<file path="config.mk">
export PLATFORM = sky130hd
export DESIGN_NAME = mode_select
export DESIGN_NICKNAME = d
export VERILOG_FILES = /design/src/rtl/mode_select_pkg.sv /design/src/rtl/mode_sync.sv /design/src/rtl/mode_select.sv
export SDC_FILE = /design/constraint.sdc
export NUM_CORES = 1
export LEC_CHECK = 0
export ABC_CLOCK_PERIOD_IN_PS = 2000
export CAP_MARGIN = 20
export CELL_PAD_IN_SITES_DETAIL_PLACEMENT = 2
export CELL_PAD_IN_SITES_GLOBAL_PLACEMENT = 2
export CORE_AREA = 2 2 39 41
export DETAILED_ROUTE_END_ITERATION = 8
export DIE_AREA = 0 0 41 43
export GPL_ROUTABILITY_DRIVEN = 1
export HOLD_SLACK_MARGIN = 0.02
export PLACE_DENSITY = 0.58
export SETUP_SLACK_MARGIN = 0.02
export SLEW_MARGIN = 20
export SYNTH_ARGS = -nofsm -noshare
export SYNTH_HDL_FRONTEND = slang
export SYNTH_HIERARCHICAL = 1
export SYNTH_SLANG_ARGS = --single-unit
</file>
<file path="constraint.sdc">
create_clock -name clk -period 2 [get_ports clk]
set_input_delay 0.2 -clock clk [delete_from_list [all_inputs] [get_ports clk]]
set_output_delay 0.2 -clock clk [all_outputs]
set_load 0.1 [all_outputs]
</file>
<file path="src/rtl/mode_select_pkg.sv">
// Shared definitions for the user-mode selector: FSM state encoding and the guest mode value.
package mode_select_pkg;

   localparam int STATE_W = 2;

   typedef enum logic [STATE_W-1:0] {
      S_INIT   = 2'd0,
      S_IDLE   = 2'd1,
      S_DEB    = 2'd2,
      S_COMMIT = 2'd3
   } state_e;

   localparam int MODE_GUEST = 0;

endpackage

</file>
<file path="src/rtl/mode_sync.sv">
// Two-flop synchroniser for asynchronous board inputs; intentionally never reset.
module mode_sync #(
   parameter int W = 1
) (
   input  logic         clk,
   input  logic [W-1:0] d,
   output logic [W-1:0] q
);

   logic [W-1:0] meta_q;
   logic [W-1:0] sync_q;

   always_ff @(posedge clk) begin
      meta_q <= d;
      sync_q <= meta_q;
   end

   assign q = sync_q;

endmodule

</file>
<file path="src/rtl/mode_select.sv">
// User-mode selector: captures the switch mode during reset and, when MODE_SELECT_RESELECT_EN
// is defined, re-captures it at runtime on a debounced reselect with a req/ack handshake.
module mode_select
   import mode_select_pkg::*;
#(
   parameter int MODE_W     = 2,
   parameter int DEB_CYCLES = 4,
   parameter int ACK_TO     = 16
) (
   input  logic              clk,
   input  logic              rst,
   input  logic [MODE_W-1:0] toggle,
   input  logic              reselect,
   input  logic              mode_ack,
   output logic [MODE_W-1:0] mode,
   output logic              flag,
   output logic              mode_valid,
   output logic              mode_req,
   output logic              ack_err
);

   logic [MODE_W-1:0] tog_s;
   logic              sel_s;

   mode_sync #(.W(MODE_W)) u_tog_sync (.clk(clk), .d(toggle),   .q(tog_s));
   mode_sync #(.W(1))      u_sel_sync (.clk(clk), .d(reselect), .q(sel_s));

   state_e            state_q, state_d;
   logic [MODE_W-1:0] mode_q,  mode_d;
   logic              flag_q,  flag_d;
   logic              valid_q, valid_d;

`ifdef MODE_SELECT_RESELECT_EN

   localparam int DEB_W = $clog2(DEB_CYCLES + 1);
   localparam int TO_W  = $clog2(ACK_TO + 1);
   localparam logic [DEB_W-1:0] DEB_LAST = DEB_W'(DEB_CYCLES - 1);
   localparam logic [TO_W-1:0]  TO_LAST  = TO_W'(ACK_TO - 1);

   logic              req_q,      req_d;
   logic              err_q,      err_d;
   logic [DEB_W-1:0]  cnt_q,      cnt_d;
   logic [TO_W-1:0]   tcnt_q,     tcnt_d;
   logic [MODE_W-1:0] cand_q,     cand_d;
   logic              sel_prev_q, sel_prev_d;
   logic              rise_q,     rise_d;

   always_comb begin
      state_d    = state_q;
      mode_d     = mode_q;
      valid_d    = valid_q;
      req_d      = req_q;
      err_d      = err_q;
      cnt_d      = cnt_q;
      tcnt_d     = tcnt_q;
      cand_d     = cand_q;
      sel_prev_d = sel_s;
      // registered edge pulse puts S_DEB entry three edges after the pin is first sampled
      rise_d     = sel_s & ~sel_prev_q;

      if (!rst) begin
         state_d = S_INIT;
         mode_d  = toggle;
         valid_d = 1'b0;
         req_d   = 1'b0;
         err_d   = 1'b0;
         cnt_d   = '0;
         tcnt_d  = '0;
         rise_d  = 1'b0;
      end else begin
         case (state_q)
            S_INIT: begin
               valid_d = 1'b1;
               state_d = S_IDLE;
            end
            S_IDLE: begin
               if (rise_q) begin
                  cnt_d   = '0;
                  cand_d  = tog_s;
                  valid_d = 1'b0;
                  state_d = S_DEB;
               end
            end
            S_DEB: begin
               if (tog_s != cand_q) begin
                  cand_d = tog_s;
                  cnt_d  = '0;
               end else if (cnt_q == DEB_LAST) begin
                  if (cand_q == mode_q) begin
                     valid_d = 1'b1;
                     state_d = S_IDLE;
                  end else begin
                     mode_d  = cand_q;
                     req_d   = 1'b1;
                     tcnt_d  = '0;
                     state_d = S_COMMIT;
                  end
               end else begin
                  cnt_d = cnt_q + DEB_W'(1);
               end
            end
            S_COMMIT: begin
               if (mode_ack || (tcnt_q == TO_LAST)) begin
                  req_d   = 1'b0;
                  valid_d = 1'b1;
                  state_d = S_IDLE;
                  if (!mode_ack) err_d = 1'b1;
               end else begin
                  tcnt_d = tcnt_q + TO_W'(1);
               end
            end
            default: state_d = S_INIT;
         endcase
      end

      flag_d = (mode_d != MODE_W'(MODE_GUEST));
   end

   always_ff @(posedge clk) begin
      state_q    <= state_d;
      mode_q     <= mode_d;
      flag_q     <= flag_d;
      valid_q    <= valid_d;
      req_q      <= req_d;
      err_q      <= err_d;
      cnt_q      <= cnt_d;
      tcnt_q     <= tcnt_d;
      cand_q     <= cand_d;
      sel_prev_q <= sel_prev_d;
      rise_q     <= rise_d;
   end

   assign mode_req = req_q;
   assign ack_err  = err_q;

`else

   // legacy build: runtime reselect inputs and tuning parameters have no effect
   logic unused_inputs;
   assign unused_inputs = ^{tog_s, sel_s, mode_ack, 32'(DEB_CYCLES), 32'(ACK_TO)};

   always_comb begin
      state_d = state_q;
      mode_d  = mode_q;
      valid_d = valid_q;

      if (!rst) begin
         state_d = S_INIT;
         mode_d  = toggle;
         valid_d = 1'b0;
      end else begin
         case (state_q)
            S_INIT: begin
               valid_d = 1'b1;
               state_d = S_IDLE;
            end
            S_IDLE:  state_d = S_IDLE;
            default: state_d = S_INIT;
         endcase
      end

      flag_d = (mode_d != MODE_W'(MODE_GUEST));
   end

   always_ff @(posedge clk) begin
      state_q <= state_d;
      mode_q  <= mode_d;
      flag_q  <= flag_d;
      valid_q <= valid_d;
   end

   assign mode_req = 1'b0;
   assign ack_err  = 1'b0;

`endif

   assign mode       = mode_q;
   assign flag       = flag_q;
   assign mode_valid = valid_q;

endmodule

</file>
# Word level (Yosys, flattened, before mapping)

Index checks and enable logic that the tools add are counted.

Bits in registers: 6
Word-level logic and storage cells: 10

Equality and inequality tests: 1
Multiplexer cells: 2
Reductions and logical operators: 3

Operators by type and width:

| operator                                                         | number |
|---|---|
| 2-bit by 1-bit == test with 1-bit output (second input constant) | 1 |
| 2-bit logical NOT                                                | 1 |
| 2-bit two-way mux                                                | 1 |
| 2-bit nonzero test                                               | 1 |
| 2-bit OR reduction                                               | 1 |
| 1-bit two-way mux                                                | 1 |

# Depth between registers and ports, before layout

Word-level depth: 3
Depth in mapped cells: 2

# Worst setup path after synthesis

OpenSTA, ideal clock, no wires.

Kind: flip-flop to flip-flop
Start: reg mode_q[1] (netlist: mode[1])
End: reg mode_q[1] (netlist: mode[1])
Library setup time: 0.063 ns
Arrival time: 1.223 ns
Required time: 1.937 ns
Path slack: 0.714 ns
Cell stages (with the launch flop): 2
Cell sequence: dfxtp_1 -> mux2_2

Longest elaborated chain between the ends: 1

Ends and longest elaborated chain:

| what                   | line               | source |
|---|---|---|
| from (decl)            | mode_select.sv:29  | `logic [MODE_W-1:0] mode_q, mode_d;` |
| from (signal assigned) | mode_select.sv:167 | `mode_q <= mode_d;` |
| 2-bit two-way mux      | mode_select.sv:147 | `if (!rst) begin` |
| net mode_d[1]          | mode_select.sv:29  |  |

The timed path passes the listed nets, and every way through them passes these cells.
A chain may end at the register's enable or synchronous reset.

# Worst setup path in the final report

Start: reg mode_q[1] (netlist: mode[1])
End: out mode[1]

RTL lines:

| what      | line              | source |
|---|---|---|
| to (decl) | mode_select.sv:15 | `output logic [MODE_W-1:0] mode,` |

No word-level cell between the ends.

==> impl_results.md <==
* Outcome: finished clean
* Peak supply drop at around 0.29 mV
* Setup ws final at between 0.9 and 1 ns
* Crit-path cells: buf_4
* Clk buf depth at 2
* Initial antenna violation count at 0
* Hold Path Stages at 1
* Sequential Power Share at 0.343
* Met3 WL post-DR at roughly 65 microns
* FF-to-FF setup slack at around 1.3 ns
* RePlAce Congestion at 0.549
* Async SR Flop Fraction at 0
* PortBufs at 7
* Main synth FF type: dfxtp_1
* Cell Int Power at ~0.20 mW
* Root Driver: clkbuf_4
* Clock slew at reported path FFs at 0.04 ns
* Slowest CP cell: dfxtp_1
* # hold bufs at CTS at 0
* WHS Endpoint: mode_valid
* Worst skew pair latency at 0.24 ns
* CTS Buf Count at 3
* CP startpoint kind: flip-flop
* Syn-to-layout area delta at 57.1%
* PD cells at about 1300 mW/mm^2
* Critical Path RT at between 1.5 and 2 ns
* Vias in the first global route at ~110
* Sw Pwr at 0.126 mW
* Clock share of power at 0.357
* Combinational Power Share at 0.300
* Type of the worst setup path: flip-flop to output pin
* Unique masters post-synth at 9
* Total grt overflow at 0
* Fin cells at just over 40
* Yosys warns at 6
* Final period util at 0.546
* DP Cell Count at 37
* Dominant cell type by area after synthesis: dfxtp_1
* Ports at 12
* Vias per inst at 3.24
* Num rows at 14
* Die area at about 0.0018 sq mm
* Sw frac at 0.382
* Dpl cell area at roughly 240 sq um
* Die Span Y at 43 microns
* Ranking of synthesized cells by area: dfxtp_1 60%, mux2_2 14%, buf_4 9.0%, a21boi_0 4.5%, a21oi_1 3.0%
* Core footprint at roughly 0.0014 sq mm
* Endpoint type of the worst setup path: output pin
* Hold Vio Cnt, Final at 0
* Synthesized area at roughly 170 sq um
* Aggregate negative setup slack at 0 ns
* RR Startpoint: mode[1]
* First-pass GRT wire length at about 440 microns
* 1st-pass router iterations at 2
* Tmin final at about 1.1 ns
* Pin count of the biggest net entering global routing at 7
* CTS tree: done
* First DRT Iteration DRCs at 2
* Slew Limit Fails at 0
* Remaining DRCs at 0
* Routed len/inst at roughly 8.2 microns
* WHS at between 0.4 and 0.5 ns
* Top cell type's share of synthesized area at 0.602
* Fin nets at 32
* Htree depth at 1
* Clock skew at 0.000635 ns
* Placement Setup Slack at 0.744 ns
* Syn Area/Cell at around 11 sq um
* Post_cts resized at 0
* Detailed Route WL at around 340 microns
* RSZ-0062 raised after global routing: no
* CTS sink cnt at 5
* R2r worst-path depth at 1
* Post-DRT Antenna Nets at 0
* Yosys reg bits at 5
* Met2 wire len at about 150 microns
* F_max at 915 MHz
* Reg2reg end: mode[1]
* Leak at 0.112 nW
* HP Start: state_q[0]
* Top-count cell post-synth: dfxtp_1
* Layout cells sized above 1 at 0.360
* DR top layer: met4
* Vias at 133
* Cell area after layout at 262 sq um
* Die Span X at about 40 microns
* # Post-CTS Setup Buffers at 0
* Worst hold path type: flip-flop to flip-flop
* Post-synth top cells: 5 x dfxtp_1, 2 x buf_4, 2 x mux2_2
* CP delay by family, top: flip-flops
* CP peak stage delay at between 0.3 and 0.4 ns
* Final setup violation count at 0
* Total of max-cap violations at 0
* Sequential cell area fraction in the yosys report at 0.602
* Mapped Cells at 15
* Diodes inserted at 0
* CP bufs+invs at 1
* Starting density of the core at 0.120
* Tot GR Track Use at 0.0492
* Crit path arrival time at between 0.8 and 0.9 ns
* Met1 wire length at around 110 microns
* Critical-path maximum fanout at 3
* Post-synth EDFFs at 0
-- state kept, by name, indices dropped and copies added (netlist names) --
signal      cells
mode_valid      1
state_q         1
mode            2
flag            1
-- metrics by stage --
step | total power [mW] | utilization
finish | 0.330 | 0.189
global route | 0.347 | 0.189
detailed placement | 0.215 | 0.170
CTS | 0.335 | 0.189
floorplan | 0.196 | -
global placement | 0.214 | 0.170
-- placed cells by master (no fill, tap or decap) --
cell / count
dfxtp_1: 5
buf_4: 4
clkbuf_4: 3
clkdlybuf4s50_1: 3
mux2_2: 2
conb_1: 2
nor2_1: 1
nor3_1: 1
a21oi_1: 1
inv_1: 1
a21boi_0: 1
clkbuf_1: 1
-- metal layers --
layer	vias up	global-route usage
li1	64	-
met1	57	0.0386
met2	10	0.0469
met3	2	0.0524
met4	0	0.0800
met5	-	0
-- worst max path at each step --
stage | startpoint | slack, ns | cells after the start | to
floorplan | mode[1] | 0.71 | 1 | mode[1]
CTS | mode[1] | 0.90 | 1 | mode[1]
global placement | rst | 0.76 | 2 | mode[0]
detailed placement | rst | 0.74 | 2 | mode[0]
global route | mode[1] | 0.86 | 1 | mode[1]
finish | mode[1] | 0.91 | 1 | mode[1]
-- power groups by stage --
stage,combinational (mW),sequential (mW),clock [mW]
final,0.0991,0.113,0.118
after global routing,0.102,0.114,0.131
after CTS,0.0996,0.114,0.122
after detailed placement,0.0995,0.115,0
after global placement,0.0985,0.115,0
after floorplan,0.0268,0.169,0
-- cell type report --
type                            count  area (sq um)
Fill cell                         169          1120
Timing Repair Buffer                7          60.1
Clock buffer                        4          26.3
Tap cell                           16          20.0
Sequential cell                     5           100
Multi-Input combinational cell      8          51.3
Inverter                            1          3.75
-- kinds of logic (layout without fill, tap and decap cells) --
logic type,after synthesis,after routing,share of synthesized area
AO/OA/AOI/OAI,2,2,0.0752
buffers and inverters,3,12,0.113
flip-flops,5,5,0.602
multiplexers,2,2,0.135
AND/OR/NAND/NOR,2,2,0.0526
other,1,2,0.0225
Note: power is estimated with default switching activity, not from simulation.
